===== config.mk =====
export PLATFORM = sky130hd
export DESIGN_NAME = cpu_rf_scan
export DESIGN_NICKNAME = d
export VERILOG_FILES = /design/src/rtl/cpu_rf_scan.sv
export SDC_FILE = /design/constraint.sdc
export NUM_CORES = 1
export LEC_CHECK = 0
export BUFFER_PORTS_ARGS = -buffer_cell sky130_fd_sc_hd__buf_2
export CAP_MARGIN = 20
export CELL_PAD_IN_SITES_DETAIL_PLACEMENT = 1
export CELL_PAD_IN_SITES_GLOBAL_PLACEMENT = 2
export CORE_MARGIN = 8
export CORE_UTILIZATION = 26
export CTS_CLUSTER_SIZE = 14
export DETAILED_ROUTE_END_ITERATION = 10
export PLACE_DENSITY_LB_ADDON = 0.1
export RECOVER_POWER = 25
export SLEW_MARGIN = 20
export SYNTH_ARGS = -nofsm -noshare
export SYNTH_HDL_FRONTEND = slang
export SYNTH_SLANG_ARGS = --single-unit

===== constraint.sdc =====
create_clock -name clk_i -period 1.9 [get_ports clk_i]
set_clock_uncertainty 0.15 [all_clocks]
set_input_delay 0.38 -clock clk_i [delete_from_list [all_inputs] [get_ports clk_i]]
set_output_delay 0.38 -clock clk_i [all_outputs]
set_load 0.01 [all_outputs]

===== src/rtl/cpu_rf_scan.sv =====
// Register-file scanner: streams R0..R(NUM_REGS-1) over valid/ready, one word every two cycles (FETCH then SEND).
// Optional build macro CPU_RF_SCAN_CHKSUM_EN appends a 16-bit modulo-2^16 sum of the sent words as a final word.
module cpu_rf_scan #(
    parameter int DATA_W   = 16,
    parameter int NUM_REGS = 8
) (
    input  logic              clk_i,
    input  logic              reset_i,
    input  logic              start_i,
    input  logic              abort_i,
    output logic [2:0]        reg_sel_o,
    input  logic [DATA_W-1:0] reg_data_i,
    output logic              out_valid_o,
    input  logic              out_ready_i,
    output logic [DATA_W-1:0] out_data_o,
    output logic [2:0]        out_idx_o,
    output logic              out_last_o,
    output logic              busy_o,
    output logic              done_o
);

    localparam logic [2:0] LAST_IDX = 3'(NUM_REGS - 1);

`ifdef CPU_RF_SCAN_CHKSUM_EN
    localparam bit HAS_CHK = 1'b1;
    typedef enum logic [2:0] {S_IDLE, S_FETCH, S_SEND, S_CHK, S_DONE} state_t;
    logic [15:0] sum_q;
`else
    localparam bit HAS_CHK = 1'b0;
    typedef enum logic [2:0] {S_IDLE, S_FETCH, S_SEND, S_DONE} state_t;
`endif

    state_t            state_q;
    logic [2:0]        idx_q;
    logic              out_valid_q;
    logic [DATA_W-1:0] out_data_q;
    logic [2:0]        out_idx_q;
    logic              out_last_q;
    logic              done_q;
    logic              handshake;

    assign handshake = out_valid_q && out_ready_i;

    always_ff @(posedge clk_i) begin
        if (!reset_i) begin
            state_q     <= S_IDLE;
            idx_q       <= '0;
            out_valid_q <= 1'b0;
            out_data_q  <= '0;
            out_idx_q   <= '0;
            out_last_q  <= 1'b0;
            done_q      <= 1'b0;
`ifdef CPU_RF_SCAN_CHKSUM_EN
            sum_q       <= '0;
`endif
        end else begin
            done_q <= 1'b0;
            // Abort outranks any coincident handshake and never produces a done pulse.
            if (abort_i && state_q != S_IDLE) begin
                state_q     <= S_IDLE;
                out_valid_q <= 1'b0;
                out_last_q  <= 1'b0;
            end else begin
                case (state_q)
                    S_IDLE: begin
                        if (start_i) begin
                            idx_q   <= '0;
                            state_q <= S_FETCH;
`ifdef CPU_RF_SCAN_CHKSUM_EN
                            sum_q   <= '0;
`endif
                        end
                    end
                    S_FETCH: begin
                        out_data_q  <= reg_data_i;
                        out_idx_q   <= idx_q;
                        out_valid_q <= 1'b1;
                        out_last_q  <= (idx_q == LAST_IDX) && !HAS_CHK;
                        state_q     <= S_SEND;
                    end
                    S_SEND: begin
                        if (handshake) begin
                            out_valid_q <= 1'b0;
                            out_last_q  <= 1'b0;
`ifdef CPU_RF_SCAN_CHKSUM_EN
                            sum_q       <= sum_q + 16'(out_data_q);
`endif
                            if (idx_q != LAST_IDX) begin
                                idx_q   <= idx_q + 3'd1;
                                state_q <= S_FETCH;
                            end else begin
`ifdef CPU_RF_SCAN_CHKSUM_EN
                                state_q <= S_CHK;
`else
                                state_q <= S_DONE;
                                done_q  <= 1'b1;
`endif
                            end
                        end
                    end
`ifdef CPU_RF_SCAN_CHKSUM_EN
                    S_CHK: begin
                        // First CHK cycle loads the sum; it is then held until accepted.
                        if (!out_valid_q) begin
                            out_data_q  <= DATA_W'(sum_q);
                            out_idx_q   <= '0;
                            out_last_q  <= 1'b1;
                            out_valid_q <= 1'b1;
                        end else if (out_ready_i) begin
                            out_valid_q <= 1'b0;
                            out_last_q  <= 1'b0;
                            state_q     <= S_DONE;
                            done_q      <= 1'b1;
                        end
                    end
`endif
                    S_DONE: begin
                        state_q <= S_IDLE;
                    end
                    default: begin
                        state_q <= S_IDLE;
                    end
                endcase
            end
        end
    end

    assign reg_sel_o   = idx_q;
    assign out_valid_o = out_valid_q;
    assign out_data_o  = out_data_q;
    assign out_idx_o   = out_idx_q;
    assign out_last_o  = out_last_q;
    assign busy_o      = (state_q != S_IDLE);
    assign done_o      = done_q;

endmodule

After elaboration in Yosys (flattened, before gate mapping)
Index checks and enable logic that the tools add are counted.
{"block": "classes", "n_addsub": 1, "n_eq_ne": 7, "n_mux": 12, "bitwise_logic": 4, "n_reduce_logical": 12}
{"cell": "3-bit two-way mux", "n": 5}
{"cell": "3-bit one-hot mux with 3 select lines", "n": 1}
{"cell": "2-bit inequality test (second input constant)", "n": 3}
{"cell": "3-bit one-hot mux with 2 select lines", "n": 1}
{"cell": "2-bit AND reduction", "n": 3}
{"cell": "5-bit AND reduction", "n": 1}
{"cell": "1-bit inverter", "n": 4}
{"cell": "1-bit one-hot mux with 2 select lines", "n": 2}
{"cell": "2-bit nonzero test", "n": 2}
{"cell": "4-bit OR reduction", "n": 1}
{"cell": "3-bit by 1-bit adder with 3-bit output (second input constant)", "n": 1}
{"cell": "3-bit by 1-bit == test with 1-bit output (second input constant)", "n": 1}
{"cell": "3-bit by 2-bit == test with 1-bit output (second input constant)", "n": 1}
{"cell": "3-bit == test (second input constant)", "n": 1}
{"cell": "3-bit zero test", "n": 1}
{"cell": "3-bit inequality test (second input constant)", "n": 1}
{"cell": "3-bit nonzero test", "n": 1}
{"cell": "1-bit logical AND", "n": 2}
{"cell": "1-bit two-way mux", "n": 2}
{"cell": "2-bit two-way mux", "n": 1}
{"cell": "2-bit OR reduction", "n": 1}
{"block": "word_totals", "reg_bits": 28, "inputBits": 21, "output_inout_bits": 26, "word_cells": 43}

Depth between registers and ports, before layout
Gate-level depths: netlist of the first run.
{"block": "depth", "depth_word": 4, "ltp_mapped": 6, "ltp_nobuf": 5}

Worst setup path before layout of the first run
No wires, ideal clock.
{"block": "synth_path", "path_kind": "reg-to-reg", "from": "reg idx_q[0], in the netlist reg_sel_o[0]", "to": "reg idx_q[0], in the netlist reg_sel_o[0]", "setup_time_ns": 0.125, "arrival_ns": 1.175, "t_required_ns": 1.625, "path_slack_ns": 0.451, "stages_incl_launch_ff": 6, "n_path_buf": 0, "synth_period_minus_slack_ns": 1.449, "path_cell_list": "dfxtp_1 -> ha_1 -> ha_1 -> o21ai_0 -> o21ai_2 -> mux2i_1"}
{"block": "synth_via", "elab_chain_cells": 4, "word_cells_on_any_way": 7, "classes_between": "add/sub: 1; eq/ne: 2; mux: 3; reduce/logical: 1"}
{"element": "start, declared", "line_no": "34", "rtl": "logic [2:0] idx_q;"}
{"element": "start signal, assigned", "line_no": "89", "rtl": "idx_q <= idx_q + 3'd1;"}
{"element": "3-bit by 1-bit adder with 3-bit output", "line_no": "89"}
{"element": "3-bit two-way mux", "line_no": "88", "rtl": "if (idx_q != LAST_IDX) begin"}
{"element": "3-bit two-way mux", "line_no": "82", "rtl": "if (handshake) begin"}
{"element": "3-bit one-hot mux with 2 select lines", "line_no": "64", "rtl": "case (state_q)"}
Parallel ways exist; a longest one is shown, timed or not. The select of a mux whose other input is x is not followed.
A chain may end at the register's enable or synchronous reset.

Worst setup path after layout of the first run
{"block": "layout_path", "from": "reg state_q[1]", "to": "out busy_o"}
{"block": "layout_via", "elab_chain_cells": 1}
{"element": "start, declared", "line_no": "33", "rtl": "state_t state_q;"}
{"element": "start signal, assigned", "line_no": "46", "rtl": "state_q <= S_IDLE;"}
{"element": "start signal, assigned", "line_no": "60", "rtl": "state_q <= S_IDLE;"}
{"element": "start signal, assigned", "line_no": "68", "rtl": "state_q <= S_FETCH;"}
{"element": "3-bit nonzero test", "line_no": "133", "rtl": "assign busy_o = (state_q != S_IDLE);"}
{"element": "end, declared", "line_no": "18", "rtl": "output logic busy_o,"}
No other way between the ends.

==> flow_summary.toml, run 1 <==
[logic_synthesis]
yosysSeqAreaShare = 0.487
synth_seq_cells = 27
synth-warning-count = 0
avgSynthCellArea_sq_um = 8.95
synth-main-ff-cell = "dfxtp_1"
synth_nets = 147
syn-cell-area_sq_um = 1110
synth_cell_type_count = 22
synth_edf_count = 0
async_reset_ff_frac = 0
postSynthCellCount = 124

[setup_path]
endpoint_kind = "primary output"
path_class = "flip-flop to primary output"
arrival_ns = 1.15
slowest_stage = "dfxtp_1"
crit_start = "state_q[1]$_SDFFE_PP0P_"
crit_chain = "or2_2 -> buf_2"
cp-start-kind = "flip-flop"
r2r_slack_ns = 0.27
worst-path-max-fanout = 9
r2r_cells = 3
r2r-start = "state_q[1]$_SDFFE_PP0P_"
cp-endpoint = "busy_o"
path_buf_inv = 1
critPathTopFamily = "flip-flops"
worstPathRequired_ns = 1.37
worst_r2r_endpoint = "out_data_o[6]$_SDFFE_PN0P_"
crit_cells = 2
critPathMaxStageDelay_ns = 0.41

[routing]
vias_per_cell = 4.54
post_drt_wl_per_cell_um = 14.0
final_antenna_net_count = 0
drc_errors = 0
drt_iter0_markers = 25
drt-total-wl_um = 3060
firstDrtPassIters = 4
dr_total_vias = 994

[power_and_ir_drop]
pwr-share-seq = 0.573
p_leak_nw = 0.576
pwr-share-clk = 0.306
switching_power_uw = 257
p_comb_frac = 0.121
p_per_area_nw_per_um2 = 754
internal_power_uw = 791
max-vdd-ir-drop_mv = 0.376
switching_share = 0.245

[clocking]
cts_tree = "built"
h-tree-depth = 1
cts.sink_count = 27
cts_made_buffers = 3
postCtsHoldBufs = 0
clk-insertion-delay-late_ns = 0.27
cts_root_buf = "clkbuf_8"
cts_resized = 0
cts_buffer_depth = 2
cts_setup_buffers = 0
clk_pin_slew_ns = 0.09

[flow_run]
maxCapViolations = 0

[placed_design]
post-place-ws_ns = 0.170
placed_area_sq_um = 1360
dp_hpwl_um = 2370
gp_congestion = 0.699
io_buffers = 46
dp.cells = 215

[timing]
finalSetupViolCount = 0
slew_violations = 0
final.period_utilization = 0.882
slew_headroom = 0.572
setup_tns_ns = 0
hold_viol_final = 0
setup_ws_ns = 0.224
worstMarginPinSlew_ns = 0.643
period_needed_ns = 1.68
rsz0062_at_grt = "false"
max_freq_mhz = 597

[finish]
final_area_sq_um = 1390
final_cells = 219
regArea_sq_um = 541
n_antenna_cell = 0
fillers = 506
multi_input_area_sq_um = 513
area_growth_pct = 25.3
drive_above_1_share = 0.243
final_nets = 193

[hold_path]
hold_path.class = "input port to flip-flop"

[floorplanning]
core-area_sq_um = 4060
rows = 23
dieArea_sq_um = 6620
die_width_um = 81.3
initial_core_util = 0.274
fp.dieH_um = 81.3
ios = 47

[global_routing]
grt_pass1_vias = 1062
gr-total-overflow = 0
antenna_found_initial = 0
grt_pass1_wl_um = 4950
grt_max_degree = 20
grt_usage = 0.0947

[status]
status = "finished, final reports clean"
Yosys cell counts, types with 2 or more instances:
| master | number | area share |
|---|---|---|
| dfxtp_1 | 27 | 0.49 |
| mux2i_1 | 4 | 0.036 |
| buf_6 | 4 | 0.041 |
| nor2_1 | 5 | 0.017 |
| nor2b_1 | 2 | 0.011 |
| nand3_1 | 2 | 0.0090 |
| nand2_1 | 43 | 0.15 |
| clkbuf_1 | 3 | 0.010 |
| o21ai_0 | 2 | 0.0090 |
| a21boi_0 | 9 | 0.061 |
| a21boi_1 | 10 | 0.068 |
| ha_1 | 2 | 0.023 |
| nand3b_1 | 2 | 0.014 |
placed cells by master, fill, tap and decap left out, types with 2 or more instances in the layout:
| cell | synthesis | routed |
|---|---|---|
| clkbuf_1 | 3 | 14 |
| buf_4 | 0 | 2 |
| dfxtp_1 | 27 | 27 |
| clkbuf_8 | 0 | 3 |
| nand2_1 | 43 | 43 |
| a21boi_0 | 9 | 9 |
| nor2_1 | 5 | 5 |
| nor2b_1 | 2 | 2 |
| nand3_1 | 2 | 2 |
| o21ai_0 | 2 | 2 |
| a21boi_1 | 10 | 10 |
| buf_2 | 0 | 33 |
| mux2i_1 | 4 | 4 |
| nand3b_1 | 2 | 2 |
| ha_1 | 2 | 2 |
routing by layer:
metal / wire length (um) / global-route usage
met5: 0 / 0
met3: 273 / 0.0430
met1: 1250 / 0.104
met4: 16 / 0.0214
met2: 1530 / 0.162
worst register-to-register path, delay by kind of cell, from the launching register on:
| family | cells | cell delay (ns) |
|---|---|---|
| compound gates | 1 | 0.19 |
| flops | 1 | 0.51 |
| simple gates | 2 | 0.71 |
final cells by class:
type,instances,share of cell area
sequential,27,0.389
multi-input combinational,90,0.369
timing repair buffer,48,0.165
tap,50,0.0450
clock buffer,4,0.0324
how the worst min path moves through the flow:
stage,start,end,slack [ns],cells past startpoint
2_1_floorplan,out_ready_i,out_valid_o$_SDFFE_PP0P_,0.32,1
3_3_place_gp,out_data_o[13]$_SDFFE_PN0P_,out_data_o[13]$_SDFFE_PN0P_,0.29,2
3_5_place_dp,out_data_o[1]$_SDFFE_PN0P_,out_data_o[1]$_SDFFE_PN0P_,0.30,2
4_1_cts,out_ready_i,out_valid_o$_SDFFE_PP0P_,0.16,2
5_1_grt,out_ready_i,out_valid_o$_SDFFE_PP0P_,0.16,2
6_report,out_ready_i,out_valid_o$_SDFFE_PP0P_,0.17,2
through the flow:
| step | power (mW) | hold slack, ns | utilization |
|---|---|---|---|
| 2_1_floorplan | 0.694 | 0.325 | - |
| 3_3_place_gp | 0.740 | 0.292 | 0.335 |
| 3_5_place_dp | 0.747 | 0.296 | 0.335 |
| 4_1_cts | 1.08 | 0.160 | 0.347 |
| 5_1_grt | 1.11 | 0.156 | 0.343 |
| 6_report | 1.05 | 0.167 | 0.343 |
kinds of logic (layout without fill, tap and decap cells):
kind of cell    after synthesis  in the layout  share of synthesized area
compound gates               24             24                      0.157
buf+inv                       7             52                     0.0507
flops                        27             27                      0.487
simple gates                 60             60                      0.247
mux                           4              4                     0.0361
fa+ha+maj                     2              2                     0.0225
power by group through the flow:
stage / combinational [mW] / clock [mW] / sequential (mW)
detailed placement: 0.133 / 0 / 0.613
finish: 0.127 / 0.321 / 0.600
global placement: 0.128 / 0 / 0.612
floorplan: 0.0794 / 0 / 0.615
CTS: 0.134 / 0.343 / 0.600
global route: 0.143 / 0.366 / 0.604
registers in the layout, indices dropped and copies added (netlist names):
| signal | flops |
|---|---|
| done_o | 1 |
| reg_sel_o | 3 |
| out_last_o | 1 |
| out_idx_o | 3 |
| state_q | 2 |
| out_data_o | 16 |
| out_valid_o | 1 |
No activity file was read; power rests on OpenSTA's default activity.
==> inputs of run 2 (changes only) <==
CORE_ASPECT_RATIO = 0.8   (was not set)
==> flow_summary.toml, run 2 (same netlist as run 1, synthesis figures left out) <==
[setup_path]
worst-path-max-fanout = 9
arrival_ns = 1.13
cp-start-kind = "flip-flop"
path_class = "flip-flop to primary output"
r2r-start = "state_q[0]$_SDFFE_PP0P_"
crit_cells = 2
slowest_stage = "dfxtp_1"
crit_chain = "or2_2 -> buf_2"
critPathTopFamily = "flip-flops"
endpoint_kind = "primary output"
r2r_slack_ns = 0.25
cp-endpoint = "busy_o"
path_buf_inv = 1
crit_start = "state_q[1]$_SDFFE_PP0P_"
worstPathRequired_ns = 1.37
worst_r2r_endpoint = "out_idx_o[2]$_SDFFE_PN0P_"
r2r_cells = 3
critPathMaxStageDelay_ns = 0.40

[clocking]
cts_tree = "built"
cts_made_buffers = 3
cts_resized = 0
postCtsHoldBufs = 0
cts.sink_count = 27
clk_pin_slew_ns = 0.09
cts_buffer_depth = 2
cts_setup_buffers = 0
cts_root_buf = "clkbuf_8"
h-tree-depth = 1
clk-insertion-delay-late_ns = 0.27

[power_and_ir_drop]
p_per_area_nw_per_um2 = 749
p_comb_frac = 0.121
pwr-share-seq = 0.575
p_leak_nw = 0.571
internal_power_uw = 790
switching_power_uw = 253
max-vdd-ir-drop_mv = 0.339
pwr-share-clk = 0.304
switching_share = 0.242

[finish]
mostFrequentLayoutCells = "nand2_1 (43), buf_2 (33), dfxtp_1 (27), clkbuf_1 (14), a21boi_1 (10)"
largest_reg_flops = 16
n_antenna_cell = 0
final_nets = 192
area_growth_pct = 25.4
fillers = 539
drive_above_1_share = 0.238
final_common_cell = "nand2_1"

[hold_path]
hold_path.class = "input port to flip-flop"

[global_routing]
use_met1 = 0.106
use_met3 = 0.0386
antenna_found_initial = 0
gr-total-overflow = 0
grt_usage = 0.0981
grt_max_degree = 27
grt_pass1_vias = 1057
busiest_layer = "met2"
grtUsageMet2 = 0.176
grt_pass1_wl_um = 5060

[timing]
setup_ws_ns = 0.238
max_freq_mhz = 602
final.period_utilization = 0.875
hold_viol_final = 0
setup_tns_ns = 0
rsz0062_at_grt = "false"
finalSetupViolCount = 0
period_needed_ns = 1.66
slew_violations = 0
slew_headroom = 0.566
worstMarginPinSlew_ns = 0.652

[routing]
dr_total_vias = 983
drt_iter0_markers = 44
vias_per_cell = 4.37
drc_errors = 0
drt-total-wl_um = 3080
firstDrtPassIters = 4
post_drt_wl_per_cell_um = 13.7
final_antenna_net_count = 0

[status]
status = "finished, final reports clean"

[floorplanning]
rows = 21
dieArea_sq_um = 6630
ios = 47
fp.dieH_um = 74.4
die_width_um = 89.0
initial_core_util = 0.267
core-area_sq_um = 4150

[flow_run]
maxCapViolations = 0

[placed_design]
post-place-ws_ns = 0.178
gp_congestion = 0.737
dp_hpwl_um = 2360
io_buffers = 46
## run 2: cell types whose count changed in the layout (fill, tap and decap cells not counted), sizes merged
cell | previous run | this run
buf | 35 | 34
## run 2: how the worst min path moves through the flow
| stage | end | startpoint | cells past startpoint |
|---|---|---|---|
| 6_report | out_valid_o$_SDFFE_PP0P_ | out_ready_i | 2 |
| 2_1_floorplan | out_valid_o$_SDFFE_PP0P_ | out_ready_i | 1 |
| 3_3_place_gp | out_data_o[3]$_SDFFE_PN0P_ | out_data_o[3]$_SDFFE_PN0P_ | 2 |
| 3_5_place_dp | out_data_o[14]$_SDFFE_PN0P_ | out_data_o[14]$_SDFFE_PN0P_ | 2 |
| 5_1_grt | out_valid_o$_SDFFE_PP0P_ | out_ready_i | 2 |
| 4_1_cts | out_valid_o$_SDFFE_PP0P_ | out_ready_i | 2 |
## run 2: cell type report
cell class                      instances  area (sq um)  share of cell area
Timing Repair Buffer                   47           221               0.159
Multi-Input combinational cell         90           513               0.369
Clock buffer                            4          45.0              0.0324
Sequential cell                        27           541               0.388
Tap cell                               57          71.3              0.0513
## run 2: power by group through the flow
stage	combinational (mW)	clock [mW]	sequential, mW
2_1_floorplan	0.0794	0	0.615
3_3_place_gp	0.127	0	0.612
3_5_place_dp	0.132	0	0.613
4_1_cts	0.132	0.335	0.600
5_1_grt	0.142	0.362	0.604
6_report	0.126	0.317	0.600
## run 2: per-stage QoR
step                instance area (sq um)  power [mW]  hold slack [ns]   util  std cells
floorplan                            1110       0.694            0.325      -        124
global placement                     1360       0.740            0.291  0.328        221
detailed placement                   1360       0.745            0.298  0.328        221
CTS                                  1410        1.07            0.159  0.339        225
global route                         1390        1.11            0.164  0.335        225
finish                               1390        1.04            0.165  0.335        225
## run 2: metal layers
metal,share of wire,wire length (um)
met3,0.084,258
met1,0.43,1340
met4,0.0055,17
met2,0.48,1470
met5,0,0
